--- src/rtl/cpu_ctrl_pkg.sv ---
// Shared constants and types for the multi-cycle control unit: opcodes,
// FSM state encoding, datapath select codes and the bundled control word.
package cpu_ctrl_pkg;

    localparam logic [3:0] OP_RTYPE = 4'b0000;
    localparam logic [3:0] OP_ADDI  = 4'b0001;
    localparam logic [3:0] OP_ORI   = 4'b0011;
    localparam logic [3:0] OP_LW    = 4'b0111;
    localparam logic [3:0] OP_SW    = 4'b1000;
    localparam logic [3:0] OP_BEQ   = 4'b1001;
    localparam logic [3:0] OP_BNE   = 4'b1010;
    localparam logic [3:0] OP_BLT   = 4'b1011;
    localparam logic [3:0] OP_BGT   = 4'b1100;
    localparam logic [3:0] OP_J     = 4'b1101;

    localparam logic [3:0] ALU_ADD  = 4'b0001;

    localparam logic [1:0] SRCB_REG = 2'd0;
    localparam logic [1:0] SRCB_ONE = 2'd1;
    localparam logic [1:0] SRCB_IMM = 2'd2;

    localparam logic [1:0] PCSRC_ALU    = 2'd0;
    localparam logic [1:0] PCSRC_ALUOUT = 2'd1;
    localparam logic [1:0] PCSRC_JUMP   = 2'd2;

    typedef enum logic [3:0] {
        ST_FETCH     = 4'd0,
        ST_DECODE    = 4'd1,
        ST_EXEC_R    = 4'd2,
        ST_EXEC_I    = 4'd3,
        ST_ALU_WB    = 4'd4,
        ST_MEM_ADDR  = 4'd5,
        ST_MEM_READ  = 4'd6,
        ST_MEM_WB    = 4'd7,
        ST_MEM_WRITE = 4'd8,
        ST_BRANCH    = 4'd9,
        ST_JUMP      = 4'd10
    } state_e;

    typedef struct packed {
        logic       pc_write;
        logic       pc_write_cond;
        logic       iord;
        logic       ir_write;
        logic       mem_read;
        logic       mem_write;
        logic       mem_to_reg;
        logic       reg_dst;
        logic       reg_write;
        logic       alu_src_a;
        logic       sign_ext;
        logic [1:0] alu_src_b;
        logic [1:0] pc_source;
        logic       illegal_op;
    } ctrl_t;

    // State that follows DECODE for a given low opcode nibble; FETCH marks illegal.
    function automatic state_e decode_target(input logic [3:0] opc);
        case (opc)
            OP_RTYPE:                       return ST_EXEC_R;
            OP_ADDI, OP_ORI:                return ST_EXEC_I;
            OP_LW, OP_SW:                   return ST_MEM_ADDR;
            OP_BEQ, OP_BNE, OP_BLT, OP_BGT: return ST_BRANCH;
            OP_J:                           return ST_JUMP;
            default:                        return ST_FETCH;
        endcase
    endfunction

endpackage

--- src/rtl/multicycle_control_unit_if.sv ---
// Bundle between the control unit (master) and the instruction register /
// datapath side (slave).
interface multicycle_control_unit_if #(
    parameter int OP_W    = 4,
    parameter int ALUOP_W = 4,
    parameter int CNT_W   = 16
);
    logic [OP_W-1:0]    op;
    logic               mem_ready;
    logic               PCWrite;
    logic               PCWriteCond;
    logic               IorD;
    logic               IRWrite;
    logic               MemRead;
    logic               MemWrite;
    logic               MemToReg;
    logic               RegDst;
    logic               RegWrite;
    logic               ALUSrcA;
    logic               SignExt;
    logic [1:0]         ALUSrcB;
    logic [1:0]         PCSource;
    logic [ALUOP_W-1:0] ALUOp;
    logic               illegal_op;
    logic [CNT_W-1:0]   instr_count;
    logic [3:0]         state;

    modport master (
        input  op, mem_ready,
        output PCWrite, PCWriteCond, IorD, IRWrite, MemRead, MemWrite,
               MemToReg, RegDst, RegWrite, ALUSrcA, SignExt, ALUSrcB,
               PCSource, ALUOp, illegal_op, instr_count, state
    );

    modport slave (
        output op, mem_ready,
        input  PCWrite, PCWriteCond, IorD, IRWrite, MemRead, MemWrite,
               MemToReg, RegDst, RegWrite, ALUSrcA, SignExt, ALUSrcB,
               PCSource, ALUOp, illegal_op, instr_count, state
    );

endinterface

--- src/rtl/ctrl_output_decode.sv ---
// Combinational map from FSM state and opcode to datapath controls. Only
// FETCH looks at mem_ready, and only DECODE looks at the live opcode.
module ctrl_output_decode
    import cpu_ctrl_pkg::*;
#(
    parameter int OP_W    = 4,
    parameter int ALUOP_W = 4
) (
    input  state_e             state_i,
    input  logic [OP_W-1:0]    op_i,
    input  logic [OP_W-1:0]    op_q_i,
    input  logic               mem_ready_i,
    output ctrl_t              ctrl_o,
    output logic [ALUOP_W-1:0] alu_op_o
);

    logic op_upper_zero;
    assign op_upper_zero = ((op_i >> 4) == '0);

    always_comb begin
        ctrl_o   = '0;
        alu_op_o = '0;
        case (state_i)
            ST_FETCH: begin
                ctrl_o.mem_read  = 1'b1;
                ctrl_o.alu_src_b = SRCB_ONE;
                ctrl_o.pc_source = PCSRC_ALU;
                ctrl_o.ir_write  = mem_ready_i;
                ctrl_o.pc_write  = mem_ready_i;
                alu_op_o         = ALUOP_W'(ALU_ADD);
            end
            ST_DECODE: begin
                ctrl_o.alu_src_b  = SRCB_IMM;
                ctrl_o.sign_ext   = 1'b1;
                ctrl_o.illegal_op = !op_upper_zero ||
                                    (decode_target(op_i[3:0]) == ST_FETCH);
                alu_op_o          = ALUOP_W'(ALU_ADD);
            end
            ST_EXEC_R: begin
                ctrl_o.alu_src_a = 1'b1;
                ctrl_o.alu_src_b = SRCB_REG;
            end
            ST_EXEC_I: begin
                ctrl_o.alu_src_a = 1'b1;
                ctrl_o.alu_src_b = SRCB_IMM;
                ctrl_o.sign_ext  = (op_q_i[3:0] == OP_ADDI);
                alu_op_o         = ALUOP_W'(op_q_i);
            end
            ST_ALU_WB: begin
                ctrl_o.reg_write = 1'b1;
                ctrl_o.reg_dst   = (op_q_i[3:0] == OP_RTYPE);
            end
            ST_MEM_ADDR: begin
                ctrl_o.alu_src_a = 1'b1;
                ctrl_o.alu_src_b = SRCB_IMM;
                ctrl_o.sign_ext  = 1'b1;
                alu_op_o         = ALUOP_W'(op_q_i);
            end
            ST_MEM_READ: begin
                ctrl_o.mem_read = 1'b1;
                ctrl_o.iord     = 1'b1;
            end
            ST_MEM_WB: begin
                ctrl_o.reg_write  = 1'b1;
                ctrl_o.mem_to_reg = 1'b1;
            end
            ST_MEM_WRITE: begin
                ctrl_o.mem_write = 1'b1;
                ctrl_o.iord      = 1'b1;
            end
            ST_BRANCH: begin
                ctrl_o.alu_src_a     = 1'b1;
                ctrl_o.alu_src_b     = SRCB_REG;
                ctrl_o.pc_write_cond = 1'b1;
                ctrl_o.pc_source     = PCSRC_ALUOUT;
                alu_op_o             = ALUOP_W'(op_q_i);
            end
            ST_JUMP: begin
                ctrl_o.pc_write  = 1'b1;
                ctrl_o.pc_source = PCSRC_JUMP;
            end
            default: ;
        endcase
    end

endmodule

--- src/rtl/multicycle_control_unit.sv ---
// Multi-cycle instruction sequencer: state register, latched opcode and
// retired-instruction counter; output decoding lives in ctrl_output_decode.
module multicycle_control_unit
    import cpu_ctrl_pkg::*;
#(
    parameter int OP_W    = 4,
    parameter int ALUOP_W = 4,
    parameter int CNT_W   = 16
) (
    input  logic                       clk,
    input  logic                       rst,
    multicycle_control_unit_if.master  bus
);

    state_e             state_q, state_d;
    logic [OP_W-1:0]    op_q, op_d;
    logic [CNT_W-1:0]   cnt_q, cnt_d;
    logic               retire;
    ctrl_t              ctrl, ctrl_g;
    logic [ALUOP_W-1:0] alu_op;

    always_comb begin
        state_d = state_q;
        op_d    = op_q;
        retire  = 1'b0;
        case (state_q)
            ST_FETCH:    if (bus.mem_ready) state_d = ST_DECODE;
            ST_DECODE: begin
                op_d    = bus.op;
                state_d = ((bus.op >> 4) == '0) ? decode_target(bus.op[3:0]) : ST_FETCH;
            end
            ST_EXEC_R,
            ST_EXEC_I:   state_d = ST_ALU_WB;
            ST_MEM_ADDR: state_d = (op_q[3:0] == OP_LW) ? ST_MEM_READ : ST_MEM_WRITE;
            ST_MEM_READ: if (bus.mem_ready) state_d = ST_MEM_WB;
            ST_MEM_WRITE: begin
                if (bus.mem_ready) begin
                    state_d = ST_FETCH;
                    retire  = 1'b1;
                end
            end
            ST_ALU_WB,
            ST_MEM_WB,
            ST_BRANCH,
            ST_JUMP: begin
                state_d = ST_FETCH;
                retire  = 1'b1;
            end
            default:     state_d = ST_FETCH;
        endcase
        cnt_d = retire ? cnt_q + CNT_W'(1) : cnt_q;
    end

    always_ff @(posedge clk) begin
        if (rst) begin
            state_q <= ST_FETCH;
            op_q    <= '0;
            cnt_q   <= '0;
        end else begin
            state_q <= state_d;
            op_q    <= op_d;
            cnt_q   <= cnt_d;
        end
    end

    ctrl_output_decode #(
        .OP_W    (OP_W),
        .ALUOP_W (ALUOP_W)
    ) u_decode (
        .state_i     (state_q),
        .op_i        (bus.op),
        .op_q_i      (op_q),
        .mem_ready_i (bus.mem_ready),
        .ctrl_o      (ctrl),
        .alu_op_o    (alu_op)
    );

    // Reset forces every output low, including the mem_ready-gated FETCH ones.
    assign ctrl_g = rst ? '0 : ctrl;

    assign bus.PCWrite     = ctrl_g.pc_write;
    assign bus.PCWriteCond = ctrl_g.pc_write_cond;
    assign bus.IorD        = ctrl_g.iord;
    assign bus.IRWrite     = ctrl_g.ir_write;
    assign bus.MemRead     = ctrl_g.mem_read;
    assign bus.MemWrite    = ctrl_g.mem_write;
    assign bus.MemToReg    = ctrl_g.mem_to_reg;
    assign bus.RegDst      = ctrl_g.reg_dst;
    assign bus.RegWrite    = ctrl_g.reg_write;
    assign bus.ALUSrcA     = ctrl_g.alu_src_a;
    assign bus.SignExt     = ctrl_g.sign_ext;
    assign bus.ALUSrcB     = ctrl_g.alu_src_b;
    assign bus.PCSource    = ctrl_g.pc_source;
    assign bus.illegal_op  = ctrl_g.illegal_op;
    assign bus.ALUOp       = rst ? '0 : alu_op;
    assign bus.instr_count = rst ? '0 : cnt_q;
    assign bus.state       = rst ? 4'd0 : state_q;

endmodule

--- src/flat_wrapper.sv ---
// flat-port wrapper written by rule: the top's interface ports become plain ports
module multicycle_control_unit_flat import cpu_ctrl_pkg::*;
#(
    parameter int OP_W    = 4,
    parameter int ALUOP_W = 4,
    parameter int CNT_W   = 16
)
  (clk, rst, bus_op, bus_mem_ready, bus_PCWrite, bus_PCWriteCond, bus_IorD, bus_IRWrite, bus_MemRead, bus_MemWrite, bus_MemToReg, bus_RegDst, bus_RegWrite, bus_ALUSrcA, bus_SignExt, bus_ALUSrcB, bus_PCSource, bus_ALUOp, bus_illegal_op, bus_instr_count, bus_state);
  multicycle_control_unit_if #(.OP_W(OP_W), .ALUOP_W(ALUOP_W), .CNT_W(CNT_W)) bus_i ();
  input  logic clk;
  input  logic rst;
  input wire logic [$bits(bus_i.op)-1:0] bus_op;
  input wire logic [$bits(bus_i.mem_ready)-1:0] bus_mem_ready;
  output wire logic [$bits(bus_i.PCWrite)-1:0] bus_PCWrite;
  output wire logic [$bits(bus_i.PCWriteCond)-1:0] bus_PCWriteCond;
  output wire logic [$bits(bus_i.IorD)-1:0] bus_IorD;
  output wire logic [$bits(bus_i.IRWrite)-1:0] bus_IRWrite;
  output wire logic [$bits(bus_i.MemRead)-1:0] bus_MemRead;
  output wire logic [$bits(bus_i.MemWrite)-1:0] bus_MemWrite;
  output wire logic [$bits(bus_i.MemToReg)-1:0] bus_MemToReg;
  output wire logic [$bits(bus_i.RegDst)-1:0] bus_RegDst;
  output wire logic [$bits(bus_i.RegWrite)-1:0] bus_RegWrite;
  output wire logic [$bits(bus_i.ALUSrcA)-1:0] bus_ALUSrcA;
  output wire logic [$bits(bus_i.SignExt)-1:0] bus_SignExt;
  output wire logic [$bits(bus_i.ALUSrcB)-1:0] bus_ALUSrcB;
  output wire logic [$bits(bus_i.PCSource)-1:0] bus_PCSource;
  output wire logic [$bits(bus_i.ALUOp)-1:0] bus_ALUOp;
  output wire logic [$bits(bus_i.illegal_op)-1:0] bus_illegal_op;
  output wire logic [$bits(bus_i.instr_count)-1:0] bus_instr_count;
  output wire logic [$bits(bus_i.state)-1:0] bus_state;
  assign bus_i.op = bus_op;
  assign bus_i.mem_ready = bus_mem_ready;
  assign bus_PCWrite = bus_i.PCWrite;
  assign bus_PCWriteCond = bus_i.PCWriteCond;
  assign bus_IorD = bus_i.IorD;
  assign bus_IRWrite = bus_i.IRWrite;
  assign bus_MemRead = bus_i.MemRead;
  assign bus_MemWrite = bus_i.MemWrite;
  assign bus_MemToReg = bus_i.MemToReg;
  assign bus_RegDst = bus_i.RegDst;
  assign bus_RegWrite = bus_i.RegWrite;
  assign bus_ALUSrcA = bus_i.ALUSrcA;
  assign bus_SignExt = bus_i.SignExt;
  assign bus_ALUSrcB = bus_i.ALUSrcB;
  assign bus_PCSource = bus_i.PCSource;
  assign bus_ALUOp = bus_i.ALUOp;
  assign bus_illegal_op = bus_i.illegal_op;
  assign bus_instr_count = bus_i.instr_count;
  assign bus_state = bus_i.state;
  multicycle_control_unit #(.OP_W(OP_W), .ALUOP_W(ALUOP_W), .CNT_W(CNT_W)) u_core (.clk(clk), .rst(rst), .bus(bus_i));
endmodule
--- config.mk ---
export PLATFORM = sky130hd
export DESIGN_NAME = multicycle_control_unit_flat
export DESIGN_NICKNAME = d
export VERILOG_FILES = /design/src/rtl/cpu_ctrl_pkg.sv /design/src/rtl/multicycle_control_unit_if.sv /design/src/rtl/ctrl_output_decode.sv /design/src/rtl/multicycle_control_unit.sv /design/src/flat_wrapper.sv
export SDC_FILE = /design/constraint.sdc
export NUM_CORES = 1
export LEC_CHECK = 0
export ABC_AREA = 1
export CAP_MARGIN = 20
export CORE_MARGIN = 4
export CORE_UTILIZATION = 37
export DETAILED_ROUTE_END_ITERATION = 6
export PLACE_DENSITY_LB_ADDON = 0.1
export SLEW_MARGIN = 10
export SYNTH_ARGS = -nofsm -noshare
export SYNTH_HDL_FRONTEND = slang
export SYNTH_HIERARCHICAL = 1
export SYNTH_SLANG_ARGS = --single-unit
--- constraint.sdc ---
create_clock -name clk -period 2 [get_ports clk]
set_clock_uncertainty 0.15 [all_clocks]
set_input_delay 0.2 -clock clk [delete_from_list [all_inputs] [get_ports clk]]
set_output_delay 0.2 -clock clk [all_outputs]
set_load 0.02 [all_outputs]
### Word-level counts from Yosys, hierarchy flattened

Memory sizes are Yosys's and may differ from the RTL's.
Index checks and enable logic that the tools add are counted.
Widths: inputs -> output; s select.

| cells by class | value |
|---|---|
| add/subtract/negate cells | 1 |
| equal/unequal tests | 15 |
| multiplexer cells | 27 |
| reduce and logical (&&, ||, !) cells | 14 |

Operators with widths:

| operator | number |
|---|---|
| $mux 16 | 2 |
| $mux 4 | 7 |
| $pmux 4 s6 | 1 |
| $eq 4x3->1 const B | 5 |
| $add 16x1->16 const B | 1 |
| $eq 4x4->1 const B | 3 |
| $logic_not 4->1 | 3 |
| $reduce_or 2->1 | 6 |
| $mux 1 | 11 |
| $eq 4x1->1 const B | 2 |
| $eq 4x2->1 const B | 2 |
| $pmux 2 s2 | 2 |
| $pmux 4 s2 | 1 |
| $reduce_or 4->1 | 2 |
| $ne 2x2->1 const B | 3 |
| $pmux 1 s2 | 3 |
| $reduce_or 3->1 | 2 |
| $reduce_and 3->1 | 1 |

| storage, ports and cells | value |
|---|---|
| register bits | 24 |
| ROM bits | 128 |
| input port bits | 7 |
| logic and storage cells | 62 |
| memories | 2 |

Memory list:

| memory | depth | bits a word | rd ports | clocked after memory_dff | write ports | line | text |
|---|---|---|---|---|---|---|---|
| (name not given) | 16 | 4 | 1 | 0 | 0 | cpu_ctrl_pkg.sv:59 | `case (opc)` |
| (name not given) | 16 | 4 | 1 | 0 | 0 | cpu_ctrl_pkg.sv:59 |  |

### Logic depth before layout (Yosys ltp)

Gate-level depths: netlist of run 1.

| depth | value |
|---|---|
| depth after elaboration | 5 |
| mapped depth | 9 |
| gate-level depth less buffers | 9 |

### Cells and area by module

The synthesis of run 1 kept the hierarchy.

Modules (own cells, without submodules):

| module | instances | cells each | area each (µm²) | seq. area each (µm²) |
|---|---|---|---|---|
| multicycle_control_unit | 1 | 292 | 1,765.4 | 480.5 |
| ctrl_output_decode | 1 | 58 | 249.0 | 0.0 |

### Worst setup path before layout of run 1

No wires, ideal clock.

| timing path | value |
|---|---|
| path type | reg-to-output |
| from | register u_core.state_q[0] |
| to | output bus_ALUOp[0] |
| arrival | 1.267 ns |
| data required time | 1.650 ns |
| path slack | 0.383 ns |
| stages on the path, launching flop included | 9 |
| path buffers | 0 |
| cell sequence | dfxtp_1 -> inv_1 -> nor2_2 -> nand2_1 -> nand3_2 -> nand2_1 -> nand2_1 -> inv_1 -> nor2_1 |

| on the way | value |
|---|---|
| longest elaborated chain between the ends | 4 |

RTL lines:

| element | line | text |
|---|---|---|
| start, declared | multicycle_control_unit.sv:15 | `state_e state_q, state_d;` |
| start signal, assigned | multicycle_control_unit.sv:60 | `state_q <= state_d;` |
| $eq 4x4->1 (tied with other cells) | ctrl_output_decode.sv:23 | `case (state_i)` |
| $reduce_or 3->1 (no source line) / $reduce_or 2->1 (equally long branches) | - |  |
| $pmux 4 s2 * | ctrl_output_decode.sv:23 |  |
| net u_core.alu_op[0] | multicycle_control_unit.sv:20 | `logic [ALUOP_W-1:0] alu_op;` |
| $mux 4 * | multicycle_control_unit.sv:95 | `assign bus.ALUOp = rst ? '0 : alu_op;` |
| end, declared | flat_wrapper.sv:27 | `output wire logic [$bits(bus_i.ALUOp)-1:0] bus_ALUOp;` |

The timed path passes the listed nets; every way through them passes the cells marked *.

### Worst setup path in the final report of run 1

| timing path | value |
|---|---|
| from | register u_core.state_q[3] |
| to | output bus_state[3] |

| on the way | value |
|---|---|
| longest elaborated chain between the ends | 1 |

RTL lines:

| element | line | text |
|---|---|---|
| $mux 4 | multicycle_control_unit.sv:97 | `assign bus.state = rst ? 4'd0 : state_q;` |
| end, declared | flat_wrapper.sv:30 | `output wire logic [$bits(bus_i.state)-1:0] bus_state;` |

Every way passes these cells.

==> results.json, run 1 <==
{
  "hp-start": "rst",
  "reg2reg_depth": 9,
  "drt_iter0_drc": 103,
  "crit_chain": "buf_4 > inv_1 > nor2_1 > clkdlybuf4s50_1",
  "comb_power_share": 0.316,
  "rows": 26,
  "grt_util_all_layers": 0.163,
  "fin_nets": 423,
  "critPathSlowestCell": "clkdlybuf4s50_1",
  "p_total_mw": 1.20,
  "gp_congestion": 0.847,
  "initial_utilization": 0.387,
  "drc": 0,
  "multi_input_area_mm2": 0.00122,
  "p_switching_mw": 0.412,
  "path_delay_family": "buffers and inverters",
  "slew_headroom": 0.797,
  "post_cts_buffers": 0,
  "post_drt_wl_per_cell_um": 10.8,
  "ys_ff_latch": 24,
  "port_buffers": 46,
  "cts_tree": "done",
  "fmax_mhz": 518,
  "power.static_leakage_nw": 1.19,
  "first_pass_iters": 4,
  "vias": 2247,
  "r2r-start": "u_core/state_q[1]",
  "seq_power_share": 0.438,
  "grtUsageMet2": 0.255,
  "max_stage_delay_ns": 0.64,
  "yosys_warnings": 6,
  "end_kind": "output pin",
  "synth_cell_types": 28,
  "seq_area_frac_synth": 0.239,
  "layout_common_cells": "nor2_1, inv_1, nand2_1, nand3_1",
  "grt_max_degree": 19,
  "clkPwrFrac": 0.246,
  "crit_required_ns": 1.65,
  "post-route-min-period_ns": 1.93,
  "grt_util_met1": 0.236,
  "first_global_vias": 1932,
  "viasPerCell": 4.65,
  "regToRegEndpoint": "u_core/cnt_q[0]",
  "crit_buf_inv": 3,
  "syn_area_mm2": 0.00201,
  "n_fill_cell": 572,
  "synth_area_per_cell_um2": 5.76,
  "core_mm2": 0.00520,
  "final_cell_count_no_fill": 483,
  "ir_drop_mv": 0.224,
  "grt_overflow": 0,
  "grt_pass1_wl_um": 8900,
  "swShare": 0.343,
  "r2r_slack_ns": 0.28,
  "min_path_cells": 4,
  "dpl.hpwl_um": 4090,
  "arrival_ns": 1.58,
  "die_w_um": 81.8,
  "start_kind": "register",
  "met3_usage": 0.0252,
  "crit_fanout": 4,
  "pin_count": 47,
  "clock_path_buffers": 2,
  "seqCellArea_um2": 489,
  "status": "complete, no violations",
  "clk_latency_ns": 0.27,
  "clk_pin_slew_ns": 0.08,
  "maxSlewViolCount": 0,
  "cap_violations": 0,
  "chipHeight_um": 81.8,
  "grt_busiest_layer": "met2",
  "postRouteWirelength_um": 5210,
  "dp.cells": 480,
  "hold_class": "in2reg",
  "worst_slew_pin_slew_ns": 0.303,
  "antenna_found_initial": 0,
  "root_buffer": "clkbuf_8",
  "crit_type": "reg2out",
  "pwr_density_cell_mw_per_mm2": 451,
  "num_antenna_cells": 0,
  "htreeDepth": 1,
  "whs_endpoint": "u_core/state_q[3]",
  "syn-num-nets": 358,
  "drive_above_1_share": 0.206,
  "final-hold-violation-count": 0,
  "cts_hold_buffers": 0,
  "drtAntennaViolNets": 0,
  "netlist_instances": 350,
  "setup_viol": 0,
  "area_growth_syn_to_layout_pct": 32.0,
  "min_period_over_period": 0.965,
  "cts_buffers": 3,
  "p_int_mw": 0.788,
  "die_area_mm2": 0.00669,
  "layout_commonest_cell": "nor2_1",
  "clock_sinks": 24
}
-- cell usage after synthesis --
cell	instances	area share
nor2_2	5	0.016
inv_2	3	0.0056
nand2_2	12	0.037
buf_6	1	0.0056
buf_4	1	0.0037
nand3_2	1	0.0050
nor3_1	5	0.012
a211oi_1	1	0.0037
a31oi_1	2	0.0062
clkbuf_1	3	0.0056
buf_1	3	0.0056
nand4_1	5	0.016
a21oi_2	10	0.043
inv_1	63	0.12
nand2_8	1	0.0099
ha_1	1	0.0062
buf_12	1	0.0099
nor2_1	79	0.15
o21ai_2	1	0.0043
dfxtp_1	24	0.24
o22ai_1	1	0.0031
nand2_1	59	0.11
o21ai_0	15	0.037
a21oi_1	14	0.035
nand3_1	28	0.070
xor2_1	7	0.030
buf_2	2	0.0050
nand2_4	2	0.011
-- tightest hold or removal path, delay by kind of cell --
| kind | cells | cell delay [ns] |
|---|---|---|
| and+or+nand+nor | 2 | 0.14 |
| AOI/OAI and AO/OA | 1 | 0.06 |
| buffers and inverters | 1 | 0.14 |
-- routing by layer --
layer | routed length (µm) | vias to the layer above
met2 | 2250 | 63
met3 | 297 | 4
met1 | 2640 | 980
li1 | - | 1200
met5 | 0 | -
met4 | 28 | 0
-- cells by family (layout without fill, tap and decap cells) --
logic type / count (synthesis) / in the layout / synth area share
fa+ha+maj: 1 / 1 / 0.00621
xor+xnor: 7 / 7 / 0.0304
simple gates: 197 / 197 / 0.434
buf+inv: 77 / 140 / 0.158
flops: 24 / 24 / 0.239
compound gates: 44 / 44 / 0.133
-- power by group through the flow --
stage / sequential [mW] / clock, mW / combinational, mW
detailed placement: 0.532 / 0 / 0.395
CTS: 0.522 / 0.311 / 0.383
global placement: 0.531 / 0 / 0.395
floorplan: 0.532 / 0 / 0.234
finish: 0.526 / 0.295 / 0.380
global route: 0.531 / 0.326 / 0.429
-- stage by stage --
stage	hold slack [ns]	util	TNS (ns)	cell area (µm²)	setup WS, ns
2_1_floorplan	0.208	-	0	2010	0.383
3_3_place_gp	0.332	0.514	-0.0607	2670	-0.0607
3_5_place_dp	0.343	0.514	-0.172	2670	-0.0877
4_1_cts	0.168	0.520	0	2710	0.00133
5_1_grt	0.192	0.511	-0.00145	2660	-0.00145
6_report	0.170	0.511	0	2660	0.0697
-- registers in the layout, summed over array words and instances (netlist names) --
| signal | count |
|---|---|
| u_core/state_q | 4 |
| u_core/op_q | 4 |
| u_core/cnt_q | 16 |
-- final cells by class --
type	instances	share of cell area
flip-flops and latches	24	0.184
multi-input cells	249	0.460
inverters	66	0.0931
clock buffers	3	0.0155
well taps	70	0.0329
repair buffers	71	0.214
-- how the worst max path moves through the flow --
stage / start / to / slack [ns] / cells after the start
final: u_core/state_q[3] / bus_state[3] / 0.07 / 4
after detailed placement: bus_op[1] / bus_illegal_op / -0.09 / 8
after global placement: bus_op[1] / bus_illegal_op / -0.06 / 8
after global routing: u_core/state_q[2] / bus_MemRead / -0.001 / 8
after floorplan: u_core/state_q[0] / bus_ALUOp[0] / 0.38 / 8
after CTS: u_core/state_q[3] / bus_state[3] / 0.001 / 4
-- repair_timing --
action,4_1_cts,5_1_grt
pin swaps,0,0
endpoints found under the setup margin,21,21
resized for setup,33,26
Note: power is estimated with default switching activity, not from simulation.
==> run 2: changes to the inputs <==
SYNTH_HIERARCHICAL = default   (was 1)
==> results.json, run 2 <==
{
  "status": "complete, no violations",
  "largest_register_ffs": 16,
  "ir_drop_mv": 0.242,
  "port_buffers": 46,
  "arrival_ns": 1.53,
  "synth_area_leaders": "dfxtp_1, nand2_1, nor2_1, inv_1, a21oi_1",
  "syn-num-nets": 313,
  "swShare": 0.326,
  "rows": 24,
  "setup_viol": 0,
  "synth_ff_type": "dfxtp_1",
  "yosys-top-cells-count": "nand2_1, nor2_1, inv_1, dfxtp_1, a21oi_1",
  "synth_area_per_cell_um2": 5.69,
  "maxSlewViolCount": 0,
  "clk_latency_ns": 0.27,
  "final_cell_count_no_fill": 416,
  "start_kind": "register",
  "yosysMostFrequentCell": "nand2_1",
  "antenna_found_initial": 0,
  "grt_overflow": 0,
  "root_buffer": "clkbuf_8",
  "seq_area_frac_synth": 0.277,
  "drt_iter0_drc": 149,
  "synth_edf_count": 0,
  "top_register": "u_core.cnt_q",
  "post_drt_wl_per_cell_um": 11.3,
  "grt_util_all_layers": 0.165,
  "crit_type": "reg2out",
  "die_w_um": 76.5,
  "clkPwrFrac": 0.259,
  "layout_common_cells": "nand2_1, nor2_1, inv_1, clkdlybuf4s50_1, buf_4",
  "first_pass_iters": 4,
  "yosysTopAreaCell": "dfxtp_1",
  "slew_headroom": 0.781,
  "first_global_vias": 1908,
  "dp.cells": 413,
  "drtAntennaViolNets": 0,
  "grt_max_degree": 28,
  "grt_pass1_wl_um": 8210,
  "die_area_mm2": 0.00585,
  "cts_tree": "done",
  "seq_power_share": 0.466,
  "clk_pin_slew_ns": 0.08,
  "reg_top3": "u_core.cnt_q: 16 flops, u_core.op_q: 4 flops, u_core.state_q: 4 flops",
  "htreeDepth": 1,
  "layout_commonest_cell": "nand2_1",
  "p_int_mw": 0.754,
  "postRouteWirelength_um": 4700,
  "min_period_over_period": 0.942,
  "post_cts_buffers": 0,
  "pin_count": 47,
  "cts_buffers": 3,
  "crit_required_ns": 1.65,
  "hold_class": "in2reg",
  "clock_sinks": 24,
  "drc": 0,
  "pwr_density_cell_mw_per_mm2": 478,
  "synth_top_area_share": 0.277,
  "gp_congestion": 0.878,
  "cap_violations": 0,
  "ys_ff_latch": 24,
  "drive_above_1_share": 0.159,
  "fmax_mhz": 531,
  "dpl.hpwl_um": 3670,
  "initial_utilization": 0.390,
  "end_kind": "output pin",
  "final-hold-violation-count": 0,
  "final_core_util": 0.526,
  "hold_slack_ns": 0.158,
  "fin_nets": 374,
  "comb_power_share": 0.275,
  "worst_slew_pin_slew_ns": 0.328,
  "chipHeight_um": 76.5,
  "p_switching_mw": 0.364,
  "core_mm2": 0.00444,
  "synthArstFlopShare": 0,
  "synth_cell_types": 24,
  "vias": 2016,
  "syn_area_mm2": 0.00173,
  "clock_path_buffers": 2,
  "viasPerCell": 4.85,
  "yosys_warnings": 0,
  "post-route-min-period_ns": 1.88,
  "power.static_leakage_nw": 1.00,
  "area_growth_syn_to_layout_pct": 34.8,
  "netlist_instances": 305,
  "crit_fanout": 5,
  "num_antenna_cells": 0
}
run 2: cell count changes after synthesis, moves of 2 or more:
cell     delta
a21oi_1     +5
a21oi_2     -6
buf_6       +2
inv_1      -22
nand2_1    +19
nand2_2     -9
nand2_4     -2
nand3_1    -10
nand4_1     +5
nor2_1     -15
nor2_2      -2
nor3_1      -3
xor2_1      -4
run 2: final cells by class:
| cell class | count | area, µm² |
|---|---|---|
| tap | 52 | 65.1 |
| timing repair buffer | 68 | 554 |
| fill | 491 | 2110 |
| multi-input combinational | 225 | 1030 |
| inverter | 44 | 165 |
| sequential | 24 | 484 |
| clock buffer | 3 | 41.3 |
run 2: stage by stage:
| stage | power (mW) | setup WS [ns] | instance area, µm² | setup TNS (ns) |
|---|---|---|---|---|
| after floorplan | 0.716 | 0.251 | 1730 | 0 |
| after global placement | 0.854 | -0.198 | 2350 | -0.287 |
| after detailed placement | 0.853 | -0.216 | 2350 | -0.306 |
| after CTS | 1.13 | 0.0104 | 2380 | 0 |
| after global routing | 1.18 | -0.00756 | 2340 | -0.00756 |
| final | 1.12 | 0.115 | 2340 | 0 |
run 2: per-layer routing:
layer,up-vias,global-route usage,wire [µm]
met5,-,0,0
met4,0,0.0435,28
met3,4,0.0426,266
met2,51,0.286,2280
met1,884,0.201,2130
li1,1077,-,-
run 2: kinds of logic (layout without fill, tap and decap cells):
logic type | after synthesis | after routing | share of synthesized area
AO/OA/AOI/OAI | 43 | 43 | 0.140
XOR/XNOR | 3 | 3 | 0.0152
adder cells (fa/ha/maj) | 1 | 1 | 0.00721
buffers and inverters | 56 | 115 | 0.138
flip-flops | 24 | 24 | 0.277
AND/OR/NAND/NOR | 178 | 178 | 0.423
run 2: worst paths after layout:
| path | start | end | slack (ns) | cells past startpoint |
|---|---|---|---|---|
| setup / recovery | u_core.state_q[3] | bus_ALUSrcB[1] | 0.12 | 7 |
| hold / removal | rst | u_core.state_q[1] | 0.16 | 3 |
| setup reg to reg | u_core.cnt_q[0] | u_core.cnt_q[8] | 0.31 | 7 |
| hold reg to reg | u_core.cnt_q[15] | u_core.cnt_q[15] | 0.34 | 2 |
run 2: repair_timing:
item                                    4_1_cts  5_1_grt
gates cloned                                  0        0
endpoints found under the setup margin       20       18
gates resized for setup                      33       28
hold buffers                                  0        0
run 2: worst max-delay path, stage by stage (launching register included):
cell           delay [ns]
dfxtp_2              0.35
nor2_1               0.14
buf_4                0.13
nand2_1              0.05
o21ai_0              0.08
inv_1                0.08
nor2_1               0.08
dlygate4sd2_1        0.36
run 2: power by group through the flow:
stage / registers (mW) / logic (mW) / clock network [mW]
6_report: 0.521 / 0.307 / 0.290
5_1_grt: 0.524 / 0.343 / 0.317
4_1_cts: 0.520 / 0.312 / 0.300
3_5_place_dp: 0.530 / 0.322 / 0
3_3_place_gp: 0.530 / 0.324 / 0
2_1_floorplan: 0.526 / 0.190 / 0
==> patch, RTL diff (config.mk and constraints of run 2) <==
`CNT_W` is set to 16 in 3 places; all go to 12.
--- a/src/rtl/multicycle_control_unit_if.sv
+++ b/src/rtl/multicycle_control_unit_if.sv
@@ -5,3 +5,3 @@
     parameter int ALUOP_W = 4,
-    parameter int CNT_W   = 16
+    parameter int CNT_W   = 12
 );
--- a/src/rtl/multicycle_control_unit.sv
+++ b/src/rtl/multicycle_control_unit.sv
@@ -7,3 +7,3 @@
     parameter int ALUOP_W = 4,
-    parameter int CNT_W   = 16
+    parameter int CNT_W   = 12
 ) (
--- a/src/flat_wrapper.sv
+++ b/src/flat_wrapper.sv
@@ -5,3 +5,3 @@
     parameter int ALUOP_W = 4,
-    parameter int CNT_W   = 16
+    parameter int CNT_W   = 12
 )
Ports: changed (resized bus_instr_count); port bits go from 47 to 43. The function was not compared with the original's and may differ.
==> patch against run 2 <==
- sequential cell count decreased by 4
- sequential share of layout area shrank 3.4 points
- power grew 0.28%
- routed wire length shrank 8.2%
- worst setup slack worse by 0.036 ns
- synthesized area is 7.9% lower
- utilization increased by 4.1 points
- final area down 0.80%
- first-iteration DRC count is 64% lower
==> patch: results (changes against run 2) <==
Logic synthesis:
- The number of distinct library cell variants in the gate-level netlist after synthesis was 34 (was 24).
- The synthesized net count is 260 (was 313).
- The part of the Yosys area used for sequential elements came to 0.251 (was 0.277).
- Ranking of synthesized cells by instance count: nand2_1, nor2_1, inv_1 (unchanged).

Cells and area:
- The post-layout net count came to 339 (was 374).
- The share of post-route cells with drive strength above 1 came to 0.309 (was 0.159).
- Largest regs: u_core.cnt_q: 12 flops, u_core.op_q: 4 flops, u_core.state_q: 4 flops (was u_core.cnt_q: 16 flops, u_core.op_q: 4 flops, u_core.state_q: 4 flops).

Power and ir drop:
- The switching power as a share of total power is 0.326 (about the same).
- The leakage power was 1.02 nW (was 1.00 nW).
- The power share of the sequential group is 0.385 (was 0.466).
- The maximum ir drop on the vdd rail is 0.248 mV (was 0.242 mV).
- The part of the total power dissipated in combinational logic came to 0.326 (was 0.275).

Critical path:
- The destination of the critical timing path is bus_SignExt (was bus_ALUSrcB[1]).
- The critical path's slowest cell is or3b_1 (was dlygate4sd2_1).
- The count of cells along the worst register-to-register path is 8 (was 7).
- The worst endpoint data arrival time is 1.57 ns (was 1.53 ns).
- The end of the worst register-to-register path was u_core.cnt_q[10] (was u_core.cnt_q[8]).
- The worst-path maximum fanout was 4 (was 5).
- The worst setup path startpoint is u_core.state_q[2] (was u_core.state_q[3]).

Placement:
- The final estimated routing congestion in global placement is 0.831 (was 0.878).
- The pre-CTS worst setup slack is -0.182 ns (was -0.216 ns).
- The port buffer count is 42 (was 46).
- The detailed placement HPWL is 3440 um (was 3670 um).

Drt:
- The via total after detailed routing came to 1816 (was 2016).
- The final routed wirelength across all metal layers came to 4320 um (was 4700 um).
- The number of DRC markers in iteration 0 is 53 (was 149).

Global route:
- The fraction of met2 tracks used by global routing is 0.314 (was 0.286).
- The global router's overall resource usage is 0.174 (was 0.165).
- The pin count of the biggest net entering global routing is 19 (was 28).
- The met3 global-route usage is 0.0369 (was 0.0426).
- The global routing met1 resource utilization was 0.207 (was 0.201).
- The first-pass GRT wire length is 7680 um (was 8210 um).

Run status:
- Status: complete, no violations (unchanged).

Timing:
- The hold slack came to 0.0652 ns (was 0.158 ns).
- The final worst-path cycle share is 0.960 (was 0.942).
- The transition at the pin with the smallest max-transition slack is 0.326 ns (was 0.328 ns).

Clock tree:
- The post-cts repair resize count is 39 (was 33).
==> patch: changes by cell type in the layout (fill, tap and decap cells not counted), sizes merged, moves of 4 or more <==
| cell | delta |
|---|---|
| buf | +23 |
| dfxtp | -4 |
| nand2 | -24 |
| inv | -11 |
| nor2 | -20 |
| nand4 | +7 |
| clkdlybuf4s50 | -4 |
==> patch: area by class of cell <==
class / count / area [um^2]
clock buffer: 4 / 55.1
sequential: 20 / 402
fill: 439 / 1770
timing repair buffer: 84 / 661
tap: 50 / 62.6
inverter: 35 / 133
multi-input combinational: 187 / 1010
==> patch: worst min path at each step <==
stage,startpoint,to,cells after the start
2_1_floorplan,bus_op[3],u_core.state_q[3],2
3_3_place_gp,u_core.op_q[1],u_core.op_q[1],2
3_5_place_dp,u_core.op_q[2],u_core.op_q[2],2
4_1_cts,rst,u_core.state_q[3],2
5_1_grt,rst,u_core.state_q[3],2
6_report,rst,u_core.state_q[3],2
==> patch: cells by family after synthesis <==
| family | after synthesis | synth area share |
|---|---|---|
| xor gates and xnor gates | 4 | 0.0219 |
| AOI/OAI and AO/OA | 35 | 0.147 |
| adders and majority gates | 1 | 0.00784 |
| and+or+nand+nor | 147 | 0.445 |
| buffers and inverters | 45 | 0.127 |
| DFF | 20 | 0.251 |
==> patch: routing by layer <==
layer / part of all wire / up-vias
li1: - / 972
met1: 0.45 / 813
met2: 0.50 / 29
met3: 0.045 / 2
met4: 0.0051 / 0
met5: 0 / -
==> patch: metrics by stage <==
| stage | std cells | power (mW) | TNS, ns |
|---|---|---|---|
| after floorplan | 252 | 0.632 | 0 |
| after global placement | 375 | 0.816 | -0.476 |
| after detailed placement | 375 | 0.816 | -0.435 |
| after CTS | 379 | 1.13 | 0 |
| after global routing | 380 | 1.19 | 0 |
| final | 380 | 1.12 | 0 |
